File: src/rtl/feat_pkg.sv
// Shared constants and types for the feature-window datapath.
// The five block sums of one window feed the 40-bit five-input feature adder.
package feat_pkg;
   localparam int FEAT_DATA_WIDTH = 32;
   localparam int FEAT_BLOCK_LEN  = 32;
   localparam int FEAT_SUM_WIDTH  = 37;
   localparam int FEAT_OUT_WIDTH  = 40;
   localparam int FEAT_WIN_DEPTH  = 5;

   typedef logic signed [FEAT_SUM_WIDTH-1:0] feat_sum_t;
endpackage

File: src/rtl/block_accum.sv
// Accumulates BLOCK_LEN accepted samples into one block sum.
// The sum and the close pulse are combinational so the top can register them.
module block_accum
   import feat_pkg::*;
#(
   parameter int DATA_WIDTH = FEAT_DATA_WIDTH,
   parameter int BLOCK_LEN  = FEAT_BLOCK_LEN,
   parameter int SUM_WIDTH  = FEAT_SUM_WIDTH
) (
   input  logic                         clk,
   input  logic                         rst,
   input  logic                         en,
   input  logic                         clr,
   input  logic signed [DATA_WIDTH-1:0] din,
   input  logic                         din_valid,
   output logic signed [SUM_WIDTH-1:0]  block_sum,
   output logic                         block_done
);
   localparam int              CNT_W    = $clog2(BLOCK_LEN);
   localparam logic [CNT_W-1:0] CNT_LAST = CNT_W'(BLOCK_LEN - 1);

   logic signed [SUM_WIDTH-1:0] acc_q, acc_d;
   logic signed [SUM_WIDTH-1:0] din_ext;
   logic [CNT_W-1:0]            cnt_q, cnt_d;
   logic                        accept;

   // din_valid qualifies din; there is no ready, a sample is taken whenever en is high and clr is low.
   assign accept     = en & din_valid & ~clr;
   assign din_ext    = {{(SUM_WIDTH-DATA_WIDTH){din[DATA_WIDTH-1]}}, din};
   assign block_sum  = acc_q + din_ext;
   assign block_done = accept && (cnt_q == CNT_LAST);

   always_comb begin
      acc_d = acc_q;
      cnt_d = cnt_q;
      if (clr) begin
         acc_d = '0;
         cnt_d = '0;
      end else if (block_done) begin
         acc_d = '0;
         cnt_d = '0;
      end else if (accept) begin
         acc_d = block_sum;
         cnt_d = cnt_q + CNT_W'(1);
      end
   end

   always_ff @(posedge clk or negedge rst) begin
      if (!rst) begin
         acc_q <= '0;
         cnt_q <= '0;
      end else begin
         acc_q <= acc_d;
         cnt_q <= cnt_d;
      end
   end
endmodule

File: src/rtl/feat_window5.sv
// Sliding five-block window: keeps the five newest block sums and strobes
// dout_valid on every block close once the history is full.
module feat_window5
   import feat_pkg::*;
#(
   parameter int DATA_WIDTH = FEAT_DATA_WIDTH,
   parameter int BLOCK_LEN  = FEAT_BLOCK_LEN,
   parameter int SUM_WIDTH  = FEAT_SUM_WIDTH
) (
   input  logic                         clk,
   input  logic                         rst,
   input  logic                         en,
   input  logic                         clr,
   input  logic signed [DATA_WIDTH-1:0] din,
   input  logic                         din_valid,
   output logic signed [SUM_WIDTH-1:0]  win1,
   output logic signed [SUM_WIDTH-1:0]  win2,
   output logic signed [SUM_WIDTH-1:0]  win3,
   output logic signed [SUM_WIDTH-1:0]  win4,
   output logic signed [SUM_WIDTH-1:0]  win5,
   output logic                         dout_valid
);
   localparam logic [2:0] FILL_MAX = 3'(FEAT_WIN_DEPTH);

   logic signed [SUM_WIDTH-1:0] block_sum;
   logic                        block_done;
   logic signed [SUM_WIDTH-1:0] win_q [FEAT_WIN_DEPTH];
   logic [2:0]                  fill_q, fill_d;
   logic                        dout_valid_q;

   block_accum #(
      .DATA_WIDTH (DATA_WIDTH),
      .BLOCK_LEN  (BLOCK_LEN),
      .SUM_WIDTH  (SUM_WIDTH)
   ) u_accum (
      .clk        (clk),
      .rst        (rst),
      .en         (en),
      .clr        (clr),
      .din        (din),
      .din_valid  (din_valid),
      .block_sum  (block_sum),
      .block_done (block_done)
   );

   assign fill_d = (fill_q == FILL_MAX) ? FILL_MAX : fill_q + 3'd1;

   always_ff @(posedge clk or negedge rst) begin
      if (!rst) begin
         for (int k = 0; k < FEAT_WIN_DEPTH; k++) win_q[k] <= '0;
         fill_q       <= '0;
         dout_valid_q <= 1'b0;
      end else if (clr) begin
         for (int k = 0; k < FEAT_WIN_DEPTH; k++) win_q[k] <= '0;
         fill_q       <= '0;
         dout_valid_q <= 1'b0;
      end else begin
         dout_valid_q <= 1'b0;
         if (block_done) begin
            // Index 0 is the newest block; the oldest falls off the end.
            win_q[0] <= block_sum;
            for (int k = 1; k < FEAT_WIN_DEPTH; k++) win_q[k] <= win_q[k-1];
            fill_q       <= fill_d;
            dout_valid_q <= (fill_d == FILL_MAX);
         end
      end
   end

   assign win1       = win_q[0];
   assign win2       = win_q[1];
   assign win3       = win_q[2];
   assign win4       = win_q[3];
   assign win5       = win_q[4];
   assign dout_valid = dout_valid_q;
endmodule

File: config.mk
export PLATFORM = sky130hd
export DESIGN_NAME = feat_window5
export DESIGN_NICKNAME = d
export VERILOG_FILES = /design/src/rtl/feat_pkg.sv /design/src/rtl/block_accum.sv /design/src/rtl/feat_window5.sv
export SDC_FILE = /design/constraint.sdc
export NUM_CORES = 1
export LEC_CHECK = 0
export ABC_AREA = 1
export CAP_MARGIN = 5
export CORE_UTILIZATION = 35
export CTS_BUF_LIST = sky130_fd_sc_hd__clkbuf_4 sky130_fd_sc_hd__clkbuf_8
export CTS_CLUSTER_DIAMETER = 50
export DETAILED_ROUTE_END_ITERATION = 7
export HOLD_SLACK_MARGIN = 0.06
export PLACE_DENSITY = 0.57
export SLEW_MARGIN = 20
export SYNTH_ARGS = -nofsm -noshare
export SYNTH_HDL_FRONTEND = slang
export SYNTH_SLANG_ARGS = --single-unit
File: constraint.sdc
create_clock -name clk -period 3.3 [get_ports clk]
set_input_delay 0.66 -clock clk [delete_from_list [all_inputs] [get_ports clk]]
set_output_delay 0.66 -clock clk [all_outputs]
set_load 0.05 [all_outputs]
==> run summary <==
R2R cell count = 9
Setup slack, reg-to-reg = 0.99 ns
Clk sink count = 231
Sequential-to-total area share from yosys stat = 0.524
Share of the synthesized area in the top cell type = 0.524
Area of the multi-input gates = 4180 um2
Syn Nets = 1,421
Setup Crit Path Kind = reg2out
Worst setup SP type = flop
Cell Area, Placed = 13,800 um2
ANT cells = 0
Grt ovf = 0
Pwr dens = 457 nW/um2
Core area = 30,800 um2
CP Data Required Time = 2.64 ns
Critical-path top delay cell = clkdlybuf4s50_1
Syn Inst Count = 1,345
Final non-filler cell total = 2,008
Peak VDD IR = 0.000255 V
Number of max-cap violations = 0
Top Family by Delay on Critical Path = buffers and inverters
Share of layout cells above drive strength 1 = 0.0633
Fill cells = 3,003
Met2 routed WL = 15,200 um
Worst EP arrival = 1.93 ns
Routed vias/inst = 4.83
Largest cells by area after synthesis = dfrtp_1, nand2_1, inv_1, o22ai_1, o21ai_0
Worst r2r dst = win5[18]
DRT Pass-1 Iters = 7
CP Capture Type = primary output
Predominant post-synthesis flop cell = dfrtp_1
Routed via count = 9,708
Max incr delay on CP = 0.86 ns
Hold WC Path Type = reg2reg
# DRC = 18
Final core occ = 0.477
Async S/R FF share, synth = 1.00
Max Slew Vio Count = 0
Final hold viol count = 0
Die Footprint = 32,200 um2
Rel. slew slack = 0.465
Hold path depth = 2
CTS tree = built
Antenna violations before repair = 0
Clock Latency Late Sink = 0.55 ns
Final total negative setup slack = 0 ns
Unrepaired setup endpoints after global routing = no
Max layer used = met4
P_leak = 6.98 nW
Fin nets = 1,657
Top cell type by total area after synthesis = dfrtp_1
Placed Cells = 1,932
Final GP Congestion = 0.931
Initial core utilization = 0.358
Final instance area = 14,700 um2
Row cnt = 64
Largest net degree at the start of global routing = 66
CTS Buffer Depth = 3
Post-synthesis cell area = 11,000 um2
H-tree depth = 2
Io pins = 223
Met1 Wirelength = 16,000 um
Port bufs = 222
Worst Tran Pin Value = 0.803 ns
Commonest cells in the netlist = nand2_1, dfrtp_1, inv_1
Final wirelength = 33,600 um
Worst reg2reg path startpoint = u_accum.cnt_q[0]
CP Max Fanout = 3
First-pass GRT wire length = 53,700 um
HPWL after DPL = 24,500 um
FF/Latch Area = 5780 um2
Worst Hold End = win5[36]
Buffer and inverter count on the worst path = 1
Status = complete, but fails checks
DRT antenna net count = 0
Die Wd = 180 um
Resize count post-CTS = 0
Failing checks = design-rule violations
TritonCTS Buffers = 42
Wire length per cell = 16.7 um
Synth unique cells = 27
DRT iter0 DRCs = 627
Crit share post-route = 0.784
Syn avg cell area = 8.20 um2
Top-count cell post-synth = nand2_1
Gr usage total = 0.211
CP Cell Sequence = clkdlybuf4s50_1
Final setup viols = 0
EDFF count, synth = 0
Fmax = 0.386 GHz
Reg clk slew, reported paths = 0.06 ns
Die H = 180 um
Yosys warns = 0
Met3 WL post-DR = 1660 um
Fin crit period = 2.59 ns
Vias in the first global route = 9,458
Clock skew = 0.0231 ns
Area delta synth->final = 33.3%
Root buffer cell = clkbuf_8
Hold_sp = win5[36]
#FFs+latches synth = 231
-- sequential cells by signal, indices dropped and copies added (netlist names) --
signal / count
fill_q: 3
win5: 37
dout_valid: 1
win3: 37
u_accum.cnt_q: 5
u_accum.acc_q: 37
win1: 37
win4: 37
win2: 37
-- metal layers --
layer	track usage	up-vias
met4	0.0617	0
met2	0.330	272
met3	0.0292	56
li1	-	4779
met5	0	-
met1	0.304	4601
-- repair_timing --
| action | in CTS | in global routing |
|---|---|---|
| setup endpoints to repair | 0 | 0 |
| hold buffers | 1 | 0 |
| hold endpoints to repair | 13 | 0 |
| setup buffers | 0 | 0 |
-- worst max-delay path by stage --
stage / slack, ns / cells after the start / startpoint / endpoint
global route: 0.61 / 16 / din[0] / u_accum.acc_q[24]
finish: 0.71 / 1 / win1[13] / win1[13]
detailed placement: 0.24 / 16 / din[0] / win1[24]
CTS: 0.68 / 1 / win1[21] / win1[21]
floorplan: 1.07 / 15 / din[0] / u_accum.acc_q[24]
global placement: 0.27 / 16 / din[0] / win1[24]
-- area by class of cell --
cell class / count / area share
repair buffers: 239 / 0.165
clock inverters: 9 / 0.00808
flip-flops and latches: 231 / 0.393
inverters: 232 / 0.0596
multi-input cells: 835 / 0.284
well taps: 396 / 0.0337
clock buffers: 66 / 0.0558
-- cell usage in the layout, fill, tap and decap left out, drive strengths merged, types with 2 or more instances in the layout --
cell type and count:
a22o 2, xor2 10, nor3 10, inv 233
ha 38, nand3 69, or2 2, clkbuf 66
clkinv 5, bufinv 2, xnor2 9, nand3b 5
o22ai 98, a21oi 36, o21bai 5, buf 17
o21ai 100, dfrtp 231, nor2 71, nand4 3
nand2 374, clkdlybuf4s50 221
-- kinds of logic (layout without fill, tap and decap cells) --
group,count (synthesis),count (layout),share of synthesized area
flops,231,231,0.524
fa+ha+maj,39,39,0.0449
buf+inv,279,546,0.0973
xor+xnor,19,19,0.0151
compound gates,241,241,0.122
simple gates,536,536,0.196
-- stage by stage --
step                worst slack, ns  total power, mW  hold WS [ns]
floorplan                      1.07             3.47         0.364
global placement              0.273             3.79         0.468
detailed placement            0.241             3.79         0.472
CTS                           0.678             6.80         0.485
global route                  0.607             7.01         0.499
finish                        0.712             6.72         0.482
-- power breakdown --
group	switching, mW	leakage (nW)	internal, mW
logic	0.554	3.28	0.274
registers	0.0334	3.21	2.88
clock network	1.23	0.495	1.75
total	1.81	6.98	4.90
No activity file was read; power rests on OpenSTA's default activity.
